$ cat config.mk
export PLATFORM = sky130hd
export DESIGN_NAME = cpx_accumulate_flat
export DESIGN_NICKNAME = d
export VERILOG_FILES = /design/src/rtl/cpx_accumulate_if.sv /design/src/rtl/cpx_accumulate.sv /design/src/flat_wrapper.sv
export SDC_FILE = /design/constraint.sdc
export NUM_CORES = 1
export LEC_CHECK = 0
export CAP_MARGIN = 40
export CORE_MARGIN = 2
export CORE_UTILIZATION = 40
export DETAILED_ROUTE_END_ITERATION = 16
export PLACE_DENSITY = 0.69
export SKIP_LAST_GASP = 1
export SYNTH_ARGS = -nofsm -noshare
export SYNTH_HDL_FRONTEND = slang
export SYNTH_SLANG_ARGS = --single-unit
$ cat constraint.sdc
create_clock -name clk -period 3.84 [get_ports clk]
set_clock_uncertainty 0.2 [all_clocks]
set_input_delay 0.768 -clock clk [delete_from_list [all_inputs] [get_ports clk]]
set_output_delay 0.768 -clock clk [all_outputs]
set_load 0.1 [all_outputs]
$ cat src/rtl/cpx_accumulate_if.sv
// Sample-in / sum-out bundle for the complex integrate-and-dump stage.
// The slave side is the accumulator; the master side feeds samples and drains sums.
interface cpx_accumulate_if #(
  parameter int i_bits     = 16,
  parameter int q_bits     = 16,
  parameter int length     = 16,
  parameter int cnt_bits   = $clog2(length + 1),
  parameter int acc_i_bits = i_bits + $clog2(length),
  parameter int acc_q_bits = q_bits + $clog2(length)
);
  logic                         m_axis_tvalid;
  logic                         s_axis_tready;
  logic signed [i_bits-1:0]     i_in;
  logic signed [q_bits-1:0]     q_in;
  logic                         m_axis_tlast;
  logic                         s_axis_tvalid;
  logic                         m_axis_tready;
  logic signed [acc_i_bits-1:0] acc_i_out;
  logic signed [acc_q_bits-1:0] acc_q_out;
  logic        [cnt_bits-1:0]   n_out;
  logic                         s_axis_tlast;

  modport slave (
    input  m_axis_tvalid, i_in, q_in, m_axis_tlast, m_axis_tready,
    output s_axis_tready, s_axis_tvalid, acc_i_out, acc_q_out, n_out, s_axis_tlast
  );

  modport master (
    output m_axis_tvalid, i_in, q_in, m_axis_tlast, m_axis_tready,
    input  s_axis_tready, s_axis_tvalid, acc_i_out, acc_q_out, n_out, s_axis_tlast
  );
endinterface

$ cat src/rtl/cpx_accumulate.sv
// Integrate-and-dump of complex products; result valid 1 cycle after the closing sample is accepted.
// Backpressure: s_axis_tready drops only when another block would close over an unconsumed result.
module cpx_accumulate #(
  parameter int i_bits     = 16,
  parameter int q_bits     = 16,
  parameter int length     = 16,
  parameter int cnt_bits   = $clog2(length + 1),
  parameter int acc_i_bits = i_bits + $clog2(length),
  parameter int acc_q_bits = q_bits + $clog2(length)
) (
  input  logic            clk,
  input  logic            rst_n,
  cpx_accumulate_if.slave cpx
);
  localparam logic [cnt_bits-1:0] LAST_CNT = cnt_bits'(length - 1);

  if (length < 2 || length > 1024) begin : g_bad_length
    $error("cpx_accumulate: length must be in 2..1024");
  end

  logic        [cnt_bits-1:0]   count;
  logic signed [acc_i_bits-1:0] acc_i;
  logic signed [acc_q_bits-1:0] acc_q;
  logic signed [acc_i_bits-1:0] ext_i;
  logic signed [acc_q_bits-1:0] ext_q;
  logic signed [acc_i_bits-1:0] sum_i;
  logic signed [acc_q_bits-1:0] sum_q;
  logic                         last_slot;
  logic                         accept;
  logic                         close;

  // Only a closing accept can collide with a pending result, so only that case stalls.
  assign last_slot         = (count == LAST_CNT) || cpx.m_axis_tlast;
  assign cpx.s_axis_tready = !(cpx.s_axis_tvalid && !cpx.m_axis_tready && last_slot);
  assign accept            = cpx.m_axis_tvalid && cpx.s_axis_tready;
  assign close             = accept && last_slot;

  always_comb begin
    ext_i = {{(acc_i_bits - i_bits){cpx.i_in[i_bits-1]}}, cpx.i_in};
    ext_q = {{(acc_q_bits - q_bits){cpx.q_in[q_bits-1]}}, cpx.q_in};
    // First sample of a block loads directly, so no clear cycle is needed between blocks.
    sum_i = (count == '0) ? ext_i : acc_i + ext_i;
    sum_q = (count == '0) ? ext_q : acc_q + ext_q;
  end

  always_ff @(posedge clk) begin
    if (!rst_n) begin
      count             <= '0;
      acc_i             <= '0;
      acc_q             <= '0;
      cpx.acc_i_out     <= '0;
      cpx.acc_q_out     <= '0;
      cpx.n_out         <= '0;
      cpx.s_axis_tvalid <= 1'b0;
      cpx.s_axis_tlast  <= 1'b0;
    end else begin
      if (accept) begin
        acc_i <= sum_i;
        acc_q <= sum_q;
        count <= close ? '0 : count + cnt_bits'(1);
      end
      if (close) begin
        cpx.acc_i_out     <= sum_i;
        cpx.acc_q_out     <= sum_q;
        cpx.n_out         <= count + cnt_bits'(1);
        cpx.s_axis_tlast  <= cpx.m_axis_tlast;
        cpx.s_axis_tvalid <= 1'b1;
      end else if (cpx.s_axis_tvalid && cpx.m_axis_tready) begin
        cpx.s_axis_tvalid <= 1'b0;
      end
    end
  end
endmodule

$ cat src/flat_wrapper.sv
// flat-port wrapper written by rule: the top's interface ports become plain ports
module cpx_accumulate_flat 
#(
  parameter int i_bits     = 16,
  parameter int q_bits     = 16,
  parameter int length     = 16,
  parameter int cnt_bits   = $clog2(length + 1),
  parameter int acc_i_bits = i_bits + $clog2(length),
  parameter int acc_q_bits = q_bits + $clog2(length)
)
  (clk, rst_n, cpx_m_axis_tvalid, cpx_i_in, cpx_q_in, cpx_m_axis_tlast, cpx_m_axis_tready, cpx_s_axis_tready, cpx_s_axis_tvalid, cpx_acc_i_out, cpx_acc_q_out, cpx_n_out, cpx_s_axis_tlast);
  cpx_accumulate_if #(.i_bits(i_bits), .q_bits(q_bits), .length(length), .cnt_bits(cnt_bits), .acc_i_bits(acc_i_bits), .acc_q_bits(acc_q_bits)) cpx_i ();
  input  logic clk;
  input  logic rst_n;
  input wire logic [$bits(cpx_i.m_axis_tvalid)-1:0] cpx_m_axis_tvalid;
  input wire logic [$bits(cpx_i.i_in)-1:0] cpx_i_in;
  input wire logic [$bits(cpx_i.q_in)-1:0] cpx_q_in;
  input wire logic [$bits(cpx_i.m_axis_tlast)-1:0] cpx_m_axis_tlast;
  input wire logic [$bits(cpx_i.m_axis_tready)-1:0] cpx_m_axis_tready;
  output wire logic [$bits(cpx_i.s_axis_tready)-1:0] cpx_s_axis_tready;
  output wire logic [$bits(cpx_i.s_axis_tvalid)-1:0] cpx_s_axis_tvalid;
  output wire logic [$bits(cpx_i.acc_i_out)-1:0] cpx_acc_i_out;
  output wire logic [$bits(cpx_i.acc_q_out)-1:0] cpx_acc_q_out;
  output wire logic [$bits(cpx_i.n_out)-1:0] cpx_n_out;
  output wire logic [$bits(cpx_i.s_axis_tlast)-1:0] cpx_s_axis_tlast;
  assign cpx_i.m_axis_tvalid = cpx_m_axis_tvalid;
  assign cpx_i.i_in = cpx_i_in;
  assign cpx_i.q_in = cpx_q_in;
  assign cpx_i.m_axis_tlast = cpx_m_axis_tlast;
  assign cpx_i.m_axis_tready = cpx_m_axis_tready;
  assign cpx_s_axis_tready = cpx_i.s_axis_tready;
  assign cpx_s_axis_tvalid = cpx_i.s_axis_tvalid;
  assign cpx_acc_i_out = cpx_i.acc_i_out;
  assign cpx_acc_q_out = cpx_i.acc_q_out;
  assign cpx_n_out = cpx_i.n_out;
  assign cpx_s_axis_tlast = cpx_i.s_axis_tlast;
  cpx_accumulate #(.i_bits(i_bits), .q_bits(q_bits), .length(length), .cnt_bits(cnt_bits), .acc_i_bits(acc_i_bits), .acc_q_bits(acc_q_bits)) u_core (.clk(clk), .rst_n(rst_n), .cpx(cpx_i));
endmodule
---- Word-level counts from Yosys, hierarchy flattened ----
Cells that the tools add are included.
word-level totals
  word-level logic and storage cells ...... 27
  register bits ........................... 92
  output and inout port bits .............. 48
  input port bits ......................... 37
operators by class
  add/sub/neg operators ................... 3
  multiplexer cells ....................... 5
  equality and inequality tests ........... 1
  reduce and logical (&&, ||, !) cells .... 10
operator list
  kind                                           number
  adder 20 x 16 -> 20 bit                        2
  2-to-1 mux 20 bit                              2
  adder 5 x 1 -> 5 bit, second input constant    1
  == test 5 x 4 -> 1 bit, second input constant  1
  logical AND 1 bit                              5
  zero test 5 bit                                1
  2-to-1 mux 5 bit                               1
  zero test 1 bit                                2
  2-to-1 mux 1 bit                               2
  nonzero test 2 bit                             1
  logical OR 1 bit                               1

---- Logic depth before layout (Yosys ltp) ----
  depth after elaboration ................. 7
  mapped depth ............................ 12
  depth with buffers taken out ............ 11

---- Worst setup path before layout ----
Ideal clock, no wire load.
  path kind ............................... register to register
  start point ............................. reg u_core.count[0]
  end point ............................... reg u_core.cpx.acc_i_out[16]
  setup time .............................. 0.140 ns
  stages on the path, launching flop included .. 13
  period minus slack after synthesis ...... 3.416 ns
  arrival ................................. 3.076 ns
  buffers on the path ..................... 2
  required time ........................... 3.500 ns
  path slack .............................. 0.424 ns
  cells stage by stage .................... dfxtp_1 ha_1 and3_1 ha_1 nor2_1 or2_1 and2_1 clkbuf_1 o21ai_1 buf_2 nor2_1 and3b_1 a311oi_1
on the way
  longest elaborated chain between the ends .. 6
  elaborated cells on any way between the ends .. 8
  those cells by class .................... eq/ne: 1; mux: 1; reduce/logical: 6
ends and longest elaborated chain
  what                    RTL line                 text
  start, declared         cpx_accumulate.sv:21     logic [cnt_bits-1:0] count;
  start signal, assigned  cpx_accumulate.sv:60     count <= close ? '0 : count + cnt_bits'(1);
  == test 5 x 4 -> 1 bit  cpx_accumulate.sv:33     assign last_slot = (count == LAST_CNT) || cpx.m_axis_tlast;
  logical OR 1 bit        cpx_accumulate.sv:33
  logical AND 1 bit       cpx_accumulate.sv:34     assign cpx.s_axis_tready = !(cpx.s_axis_tvalid && !cpx.m_axis_tready && last_slot);
  zero test 1 bit         cpx_accumulate.sv:34
  net cpx_s_axis_tready   flat_wrapper.sv:20       output wire logic [$bits(cpx_i.s_axis_tready)-1:0] cpx_s_axis_tready;
  logical AND 1 bit       cpx_accumulate.sv:35     assign accept = cpx.m_axis_tvalid && cpx.s_axis_tready;
  logical AND 1 bit       cpx_accumulate.sv:36     assign close = accept && last_slot;
  end signal, assigned    cpx_accumulate.sv:63     cpx.acc_i_out <= sum_i;
  end, declared           cpx_accumulate_if.sv:25  output s_axis_tready, s_axis_tvalid, acc_i_out, acc_q_out, n_out, s_axis_tlast
The timed path passes the listed nets, and every way through them passes these cells.
A chain may end at the register's enable or synchronous reset.

---- Worst setup path in the final report ----
  start point ............................. in cpx_i_in[0]
  end point ............................... reg u_core.acc_i[18]
on the way
  longest elaborated chain between the ends .. 2
ends and longest elaborated chain
  what                     RTL line              text
  start, declared          flat_wrapper.sv:16    input wire logic [$bits(cpx_i.i_in)-1:0] cpx_i_in;
  adder 20 x 16 -> 20 bit  cpx_accumulate.sv:42  sum_i = (count == '0) ? ext_i : acc_i + ext_i;
  2-to-1 mux 20 bit        cpx_accumulate.sv:42
  end signal, assigned     cpx_accumulate.sv:58  acc_i <= sum_i;
  end, declared            cpx_accumulate.sv:22  logic signed [acc_i_bits-1:0] acc_i;
Every way passes these cells.

==> results.sh <==
export IMPL_ctsHtreeMaxLevel=3
export IMPL_postSynth_asyncResetShare_pct=0
export IMPL_core_area_mm2=0.0133
export IMPL_synth_area_leaders="dfxtp_1, ha_1, a21oi_1"
export IMPL_gp_congestion=0.887
export IMPL_dieWidth_um=121
export IMPL_ys_top_cells_by_count="dfxtp_1, nor2_1, a21oi_1, o21ai_0, nand2_1"
export IMPL_crit_type="input port to flip-flop"
export IMPL_yosysSeqAreaShare_pct=33.6
export IMPL_fill_cells=1139
export IMPL_hold_depth=2
export IMPL_p_leak_nw=3.09
export IMPL_cts_resized=0
export IMPL_io_buffer_count=84
export IMPL_routed_wl_um=14500
export IMPL_track_usage_pct=20.5
export IMPL_clkTransAtPathRegs_ps=70
export IMPL_first_pass_iters=5
export IMPL_crit_family="compound AO/OA/AOI/OAI gates"
export IMPL_numClockSinks=92
export IMPL_hold_violations=0
export IMPL_slowest_delay_ps=490
export IMPL_fmax_mhz=290
export IMPL_crit_slowest_cell="clkdlybuf4s50_1"
export IMPL_drc=0
export IMPL_syn2layout_area_growth_pct=40.1
export IMPL_internal_power_mw=1.99
export IMPL_multi_input_area_mm2=0.00345
export IMPL_insertedDiodeCount=0
export IMPL_grt_pass1_vias=5254
export IMPL_power_density_mw_per_mm2=402
export IMPL_yosys_area_top_type_share_pct=33.6
export IMPL_slew_violations=0
export IMPL_die_area_mm2=0.0147
export IMPL_ir_drop_v=0.000242
export IMPL_clockPowerShare_pct=30.3
export IMPL_ys_ff_latch=92
export IMPL_worstSkewPairLatency_ps=360
export IMPL_ys_flop_type="dfxtp_1"
export IMPL_power_switching_mw=1.11
export IMPL_drt_antenna_violating_nets=0
export IMPL_synth_cell_types=63
export IMPL_cts_setup_buffers=0
export IMPL_path_max_fanout=4
export IMPL_grt_overflow_total=0
export IMPL_outcome="completed"
export IMPL_arrival_ps=3490
export IMPL_maxCapViolCount=0
export IMPL_path_buf_inv=2
export IMPL_synth_edf_count=0
export IMPL_root_buffer="clkbuf_16"
export IMPL_grt_first_pass_wirelength_um=24400
export IMPL_grt_start_max_net_pins=80
export IMPL_period_share_pct=89.9
export IMPL_fin_ws_ps=388
export IMPL_numCtsBuffers=9
export IMPL_tightest_slew_ps=757
export IMPL_required_ps=3880
export IMPL_drive_gt1_share_pct=11.9
export IMPL_syn_avg_cell_area_um2=8.21
export IMPL_ff2ff_path_depth=10
export IMPL_initial_core_util_pct=41.3
export IMPL_rows=42
export IMPL_num_vias=5350
export IMPL_switching_share_pct=35.7
export IMPL_antenna_found_initial=0
export IMPL_dp_slack_ps=48.4
export IMPL_cts_tree="yes"
export IMPL_wl_per_cell_um=15.0
export IMPL_post_route_util_pct=57.8
export IMPL_hold_ws_ps=261
export IMPL_cp_end_kind="flip-flop"
export IMPL_design_final_nets=865
export IMPL_syn_area_mm2=0.00549
export IMPL_maxSlewHeadroom_pct=49.2
export IMPL_regArea_mm2=0.00184
export IMPL_hold_buffers=0
export IMPL_cts_max_path_buffers=2
export IMPL_yosysMostFrequentCell="dfxtp_1"
export IMPL_final_setup_tns_ps=0
export IMPL_worstHoldPathType="flip-flop to flip-flop"
export IMPL_period_needed_ps=3450
export IMPL_die_y_um=121
export IMPL_setup_viol=0
export IMPL_ios=85
export IMPL_pwr_share_comb_pct=35.1
export IMPL_synth_cells=668
export IMPL_dp_hpwl_um=10500
export IMPL_synth_fp_nets=748
export IMPL_power_frac_seq_pct=34.5
export IMPL_crit_chain="clkdlybuf4s50_1, ha_1, inv_1, fa_1, nor2b_1, o21a_1, o21ai_1, a31o_2, o2111ai_1, a31oi_1, mux2i_1, a2111oi_0"
export IMPL_via_per_inst=5.54
export IMPL_crit_path_start_kind="input port"
export IMPL_yosysTopAreaCell="dfxtp_1"
export IMPL_yosys_warnings=0
export IMPL_path_depth=12
export IMPL_drt_iter0_drc=418
export IMPL_rsz0062_at_grt="false"
## worst reg2reg max path, cell delays in order (launching register included)
cell	delay, ps
dfxtp_1	420
ha_1	250
and3_1	170
ha_1	180
nor2_1	60
or2_1	310
and2_2	250
o21ai_1	410
nor2_1	280
a211o_1	360
a21oi_1	120
## metrics by stage
stage | instances | instance area [um2] | total power, mW
after floorplan | 668 | 5490 | 1.80
after global placement | 903 | 6550 | 2.02
after detailed placement | 950 | 7380 | 2.17
after CTS | 966 | 7690 | 3.12
after global routing | 966 | 7690 | 3.25
final | 966 | 7690 | 3.09
## layout make-up
type                            count  share of cell area (%)
Clock buffer                       10                    3.11
Timing Repair Buffer              146                    23.5
Clock inverter                      6                   0.911
Sequential cell                    92                    24.0
Tap cell                          176                    2.86
Inverter                           15                   0.732
Multi-Input combinational cell    521                    44.9
## path summary, 6_finish.rpt
path / startpoint / end / slack (ps)
min reg2reg: u_core.cpx.n_out[1]$_SDFFE_PN0P_ / u_core.cpx.n_out[1]$_SDFFE_PN0P_ / 260
max reg2reg: u_core.count[0]$_SDFFE_PN0N_ / u_core.cpx.acc_i_out[18]$_SDFFE_PN0P_ / 750
min: u_core.cpx.n_out[1]$_SDFFE_PN0P_ / u_core.cpx.n_out[1]$_SDFFE_PN0P_ / 260
max: cpx_i_in[0] / u_core.acc_i[18]$_SDFFE_PN0N_ / 390
## logic make-up after synthesis
group           count (synthesis)  synth area share (%)
compound gates                256                  30.4
xor+xnor                       27                  4.31
fa+ha+maj                      43                  10.1
mux                            12                  2.19
flops                          92                  33.6
buf+inv                        55                  3.79
simple gates                  183                  15.7
## placed cells by master (no fill, tap or decap), drive strengths merged, types with 4 or more instances in the layout
master,n
o21a,6
nor2b,7
nand2b,7
inv,16
a31oi,15
mux2i,12
a21o,10
nand2,48
a21boi,5
a21oi,66
o21bai,6
clkdlybuf4s50,83
a211oi,39
a311oi,4
buf,63
dfxtp,92
xor2,14
nand3,6
clkbuf,10
nor2,75
and3,5
o2111ai,5
and2,6
or3,6
nor3,6
xnor2,13
ha,41
o21ai,67
o211ai,12
## flip-flops by register name, indices dropped and copies added, names as in the netlist
name / cells
u_core.cpx.s_axis_tlast: 1
u_core.cpx.s_axis_tvalid: 1
u_core.acc_i: 20
u_core.cpx.acc_i_out: 20
u_core.acc_q: 20
u_core.cpx.acc_q_out: 20
u_core.count: 5
u_core.cpx.n_out: 5
## power by group through the flow
stage | clock (mW) | sequential (mW) | combinational [mW]
floorplan | 0 | 1.33 | 0.473
CTS | 0.959 | 1.07 | 1.09
finish | 0.938 | 1.07 | 1.09
global route | 0.998 | 1.08 | 1.17
detailed placement | 0 | 1.09 | 1.08
global placement | 0 | 1.09 | 0.933
## metal layers
layer | vias to the layer above | wire length (um) | global-route usage [%]
met3 | 22 | 869 | 4.51
li1 | 2692 | - | -
met5 | - | 0 | 0
met2 | 163 | 6610 | 33.6
met4 | 0 | 245 | 7.12
met1 | 2473 | 6790 | 26.6
Power figures use the tool's default switching activity.
==> edit 1: new RTL, same flow settings <==
`q_bits` is set to 16 in 3 places; all go to 14.
--- a/src/rtl/cpx_accumulate_if.sv
+++ b/src/rtl/cpx_accumulate_if.sv
@@ -2,7 +2,7 @@
 // The slave side is the accumulator; the master side feeds samples and drains sums.
 interface cpx_accumulate_if #(
   parameter int i_bits     = 16,
-  parameter int q_bits     = 16,
+  parameter int q_bits     = 14,
   parameter int length     = 16,
   parameter int cnt_bits   = $clog2(length + 1),
   parameter int acc_i_bits = i_bits + $clog2(length),
--- a/src/rtl/cpx_accumulate.sv
+++ b/src/rtl/cpx_accumulate.sv
@@ -2,7 +2,7 @@
 // Backpressure: s_axis_tready drops only when another block would close over an unconsumed result.
 module cpx_accumulate #(
   parameter int i_bits     = 16,
-  parameter int q_bits     = 16,
+  parameter int q_bits     = 14,
   parameter int length     = 16,
   parameter int cnt_bits   = $clog2(length + 1),
   parameter int acc_i_bits = i_bits + $clog2(length),
--- a/src/flat_wrapper.sv
+++ b/src/flat_wrapper.sv
@@ -2,7 +2,7 @@
 module cpx_accumulate_flat 
 #(
   parameter int i_bits     = 16,
-  parameter int q_bits     = 16,
+  parameter int q_bits     = 14,
   parameter int length     = 16,
   parameter int cnt_bits   = $clog2(length + 1),
   parameter int acc_i_bits = i_bits + $clog2(length),
Ports: changed (resized cpx_acc_q_out and cpx_q_in); port bits go from 85 to 81. No check against the original RTL was run, so the function may have changed too.
==> edit 1 against the original RTL <==
Non-clock buffer count stayed put. Cell area shrank 2.4%. Total power down 2.3%. Clock power fell by 2%. Setup slack got worse by 31 ps. Routed wire length rose by 2.9%. Via count up 0.80%. Sequential cell count decreased by 4. Synthesized area fell by 0.80%. Cell count up 0.93%. Critical endpoint is now u_core.cpx.acc_i_out[16]. Largest cell class unchanged.
==> edit 1: results (changes against the original RTL) <==
outcome:
  result_of_the_run: "finished clean"
cts:
  clk_root_buffer_cell: "sky130_fd_sc_hd__clkbuf_16"
  clockBufferDepth: 2  # unchanged
  cts_num_sinks: 88  # -4.3%
placement:
  place.detailed.instances: 960  # +1.1%
  placement.cell_area_um2: 7201  # -2.4%
  place_worst_setup_slack_ps: 22.70  # -25.67 ps
  port_bufs: 80  # -4.8%
global_route:
  grt_pass1_vias: 5332  # +1.5%
  grt.met2_usage: 0.3630  # +0.02697
  gr-usage-met1: 0.2740  # +0.008028
  grt.total_usage: 0.2133  # +0.008200
  first_pass_grt_wire_length_um: 25470  # +4.3%
  largest_net_degree_at_the_start_of_global_routing: 59  # -26%
  grt_use_met3: 0.03160  # -0.01351
synthesis:
  synth.top_cells.by_area: "sky130_fd_sc_hd__dfxtp_1 32%, sky130_fd_sc_hd__ha_1 9.0%, sky130_fd_sc_hd__nor2_1 6.9%"
  net_count_after_synthesis: 756  # +1.1%
  yosysUniqueCellTypes: 68  # +7.9%
  synth_cells: 680  # +1.8%
  top_cells_by_instance_count_after_synthesis: "100 x sky130_fd_sc_hd__nor2_1, 88 x sky130_fd_sc_hd__dfxtp_1, 60 x sky130_fd_sc_hd__a21oi_1"
  dominantRegCellSynth: "sky130_fd_sc_hd__dfxtp_1"
  seq_area_frac_synth: 0.3237  # -0.01201
setup_path:
  reg2reg_to: "u_core.cpx.acc_q_out[13]"
  cp-endpoint: "u_core.cpx.acc_i_out[16]"
  worst_endpoint_data_arrival_time_ps: 3540  # +50 ps
  rr_worst_depth: 12  # +2
  cell_family_contributing_the_most_delay_on_the_critical_path: "compound AO/OA/AOI/OAI gates"
  setup.reg_to_reg.worst_slack_ps: 700  # -50 ps
drt:
  route.met3.wl_um: 562  # -35%
  met1Wirelength_um: 6953  # +2.4%
  met2_length_um: 7194  # +8.9%
  first_pass_iters: 5  # unchanged
  routed_wire_length_per_instance_um: 15.32  # +2.0%
  post_drt_via_cell_ratio: 5.531  # -0.13%
  detailedRoute.firstIterationViolations: 350  # -16%
final_layout:
  signal_buffer_area_fraction: 0.2240  # -0.01099
  non_filler_instance_count_after_layout: 975  # +0.93%
  clock_buffers: 11  # +1
  num-multi-input-gates: 537  # +3.1%
  design.final.nets: 871  # +0.69%
  multi_input_area_share: 0.4647  # +0.01536
  num-nonclk-inverters: 13  # -2
  drive_above_1_share: 0.1277  # +0.008672
  final.fill_count: 1172  # +2.9%
  seqCellArea_um2: 1762  # -4.3%
  fraction_of_area_in_clock_buffers_and_inverters: 0.04083  # +0.0006380
power:
  leakage_nw: 3.039  # -1.6%
  power_sequential_mw: 1.02  # -5%
  worst_ir_drop_vdd_mv: 0.2143  # -11%
  cell_internal_pwr_mw: 1.942  # -2.3%
  power.clock.total_uw: 922  # -2%
  netSwitchingPower_mw: 1.081  # -2.2%
timing:
  setup_ws_ps: 357.0  # -30.83 ps
  slew_headroom: 0.4507  # -0.04146
  final_hold_slack_ps: 260.8  # +0.06400 ps
[edit 1: cells by family after synthesis]
family                     count (synthesis)  share of synthesized area
AOI/OAI and AO/OA                        249                     0.3085
xor gates and xnor gates                  24                    0.03862
adders and majority gates                 41                    0.09701
buffers and inverters                     55                    0.03816
DFF                                       88                     0.3237
muxes                                      9                    0.01770
and+or+nand+nor                          214                     0.1763
[edit 1: worst min-delay path by stage]
stage,from,endpoint,cells past startpoint
3_5_place_dp,u_core.acc_q[14],u_core.acc_q[14],2
6_report,u_core.acc_i[13],u_core.acc_i[13],2
4_1_cts,u_core.acc_q[14],u_core.acc_q[14],2
5_1_grt,u_core.cpx.n_out[1],u_core.cpx.n_out[1],2
3_3_place_gp,u_core.cpx.acc_q_out[2],u_core.cpx.acc_q_out[2],2
2_1_floorplan,u_core.acc_q[14],u_core.acc_q[14],2
==> edit 2: new RTL, same settings <==
Made on the original files. Reset style: asynchronous (`rst_n`), changed in one clocked block.
--- a/src/rtl/cpx_accumulate.sv
+++ b/src/rtl/cpx_accumulate.sv
@@ -43,7 +43,7 @@
     sum_q = (count == '0) ? ext_q : acc_q + ext_q;
   end
 
-  always_ff @(posedge clk) begin
+  always_ff @(posedge clk or negedge rst_n) begin
     if (!rst_n) begin
       count             <= '0;
       acc_i             <= '0;
Formal check against the unedited RTL: differs if rst_n is asserted again (counterexample within 4 cycles, from zero or initial values and one cycle with rst_n low); with rst_n held inactive, the same outputs for 4 cycles.
==> edit 2 against the original RTL <==
Routed wire length is 5.0% higher. Count of clock-buffer cells in the layout is 2 higher. Setup slack gained 65 ps. Synthesized area up 7.2%. Sequential cell count is the same. Cell area is 4.1% higher.
Power is not compared: it rests on default switching activity, and its combinational part moved more than twofold at a synthesized area within 25%.
==> edit 2: results (changes against the original RTL) <==
cts:
  clockBufferDepth: 2  # unchanged
  htree_levels: 3  # unchanged
  postCtsSetupBuffers: 0  # unchanged
  clock_latency_ps: 350
drt:
  postRouteWirelength_um: 15240  # +5.0%
  detailedRoute.firstIterationViolations: 299  # -28%
  vias: 5390  # +0.75%
  post_drt_via_cell_ratio: 5.455  # -1.5%
setup_path:
  cp_slowest_stage_delay_ps: 480
  reg2reg_to: "u_core.cpx.acc_q_out[19]"
  worst-path-max-fanout: 4  # unchanged
  rr_worst_depth: 11  # +1
  cell_family_contributing_the_most_delay_on_the_critical_path: "compound AO/OA/AOI/OAI gates"
  crit-reg2reg-launch: "u_core.count[0]"
  worst_endpoint_data_arrival_time_ps: 3470  # -20 ps
  setup.reg_to_reg.worst_slack_ps: 820  # +70 ps
  crit_slowest_cell: "sky130_fd_sc_hd__clkdlybuf4s50_1"
synthesis:
  net_count_after_synthesis: 759  # +1.5%
  top_cells_by_instance_count_after_synthesis: "109 x sky130_fd_sc_hd__o21ai_0, 107 x sky130_fd_sc_hd__nand2_1, 92 x sky130_fd_sc_hd__dfrtp_1"
  dominantRegCellSynth: "sky130_fd_sc_hd__dfrtp_1"
  yosysUniqueCellTypes: 63  # unchanged
  synth_cells: 679  # +1.6%
  seq_area_frac_synth: 0.3913  # +0.05563
  async_flop_share: 1.000  # +1.000
  synth.top_cells.by_area: "sky130_fd_sc_hd__dfrtp_1 39%, sky130_fd_sc_hd__o21ai_0 9.3%, sky130_fd_sc_hd__ha_1 8.7%"
min_path:
  worst_hold_path_type: "input pin to asynchronous set/reset pin"
power:
  leakage_nw: 3.560
  worst_ir_drop_vdd_mv: 0.5978
final_layout:
  design.final.nets: 879  # +1.6%
  drive_above_1_share: 0.1231  # +0.004147
  antenna_cells: 0  # unchanged
global_route:
  grt_pass1_vias: 5522  # +5.1%
  largest_net_degree_at_the_start_of_global_routing: 80  # unchanged
  grt.total_usage: 0.2008  # -0.004374
  gr-usage-met1: 0.2442  # -0.02174
  grt.met2_usage: 0.3520  # +0.01596
  first_pass_grt_wire_length_um: 26050  # +6.6%
  grt_use_met3: 0.04878  # +0.003668
  grt_antenna_before_repair: 1  # +1
placement:
  port_bufs: 84  # unchanged
  globalplace.congestion: 0.9277  # +4.6%
  place.detailed.instances: 972  # +2.3%
  detailedPlacementHpwl_um: 11340  # +8.2%
outcome:
  result_of_the_run: "finished clean"
timing:
  slew_headroom: 0.4607  # -0.03149
## edit 2: through the flow
| stage | utilization | instance area (um^2) | hold slack [ps] | setup WS [ps] |
|---|---|---|---|---|
| final | 0.5548 | 8003 | 199.9 | 452.4 |
| after global routing | 0.5548 | 8003 | 232.5 | 195.2 |
| after CTS | 0.5548 | 8003 | 219.3 | 464.1 |
| after detailed placement | 0.5327 | 7684 | 274.5 | 110.7 |
| after global placement | 0.4801 | 6925 | 263.8 | 162.8 |
| after floorplan | - | 5883 | 253.8 | 539.9 |
## edit 2: worst max path at each step
stage | cells past startpoint | startpoint | slack, ps | endpoint
final | 10 | cpx_i_in[1] | 450 | u_core.cpx.acc_i_out[19]
after global placement | 10 | cpx_i_in[1] | 160 | u_core.cpx.acc_i_out[19]
after floorplan | 10 | u_core.cpx.s_axis_tvalid | 540 | u_core.cpx.acc_q_out[16]
after detailed placement | 12 | cpx_i_in[0] | 110 | u_core.acc_i[16]
after global routing | 12 | cpx_i_in[0] | 200 | u_core.acc_i[16]
after CTS | 10 | cpx_i_in[1] | 460 | u_core.cpx.acc_i_out[19]
## edit 2: area by class of cell
cell class / count / area [um^2]
Inverter: 18 / 67.56
Multi-Input combinational cell: 532 / 3374
Sequential cell: 92 / 2302
Tap cell: 184 / 230.2
Clock inverter: 4 / 72.57
Timing Repair Buffer: 146 / 1709
Fill cell: 1333 / 6421
Clock buffer: 12 / 246.5
## edit 2: worst reg2reg max path, stage by stage, from the launching register on
cell and delay [ps]:
sky130_fd_sc_hd__dfrtp_1 440, sky130_fd_sc_hd__ha_1 270, sky130_fd_sc_hd__and3_1 160, sky130_fd_sc_hd__ha_1 230, sky130_fd_sc_hd__nor2_1 210, sky130_fd_sc_hd__or3_1 190, sky130_fd_sc_hd__and2_1 210, sky130_fd_sc_hd__o21ai_4 240
sky130_fd_sc_hd__or4_1 480, sky130_fd_sc_hd__a2bb2oi_1 190, sky130_fd_sc_hd__nor2_1 70, sky130_fd_sc_hd__nand2_1 70
## edit 2: layer usage
| metal | vias up | routed length (um) |
|---|---|---|
| met4 | 0 | 244 |
| met3 | 27 | 595 |
| met2 | 125 | 7762 |
| met5 | - | 0 |
| li1 | 2676 | - |
| met1 | 2562 | 6638 |
## edit 2: cell families (layout without fill, tap and decap cells)
group,Yosys count,in the layout,share of synthesized area
adder cells (fa/ha/maj),43,43,0.09400
flip-flops,92,92,0.3913
buffers and inverters,55,180,0.03679
XOR/XNOR,25,25,0.03722
multiplexers,15,15,0.02552
AND/OR/NAND/NOR,208,208,0.1580
AO/OA/AOI/OAI,241,241,0.2571
## edit 2: power breakdown
part	internal [mW]	switching (mW)	total [mW]
sequential	1.38	0.264	1.64
clock	0.588	0.382	0.970
combinational	2.03	3.28	5.31
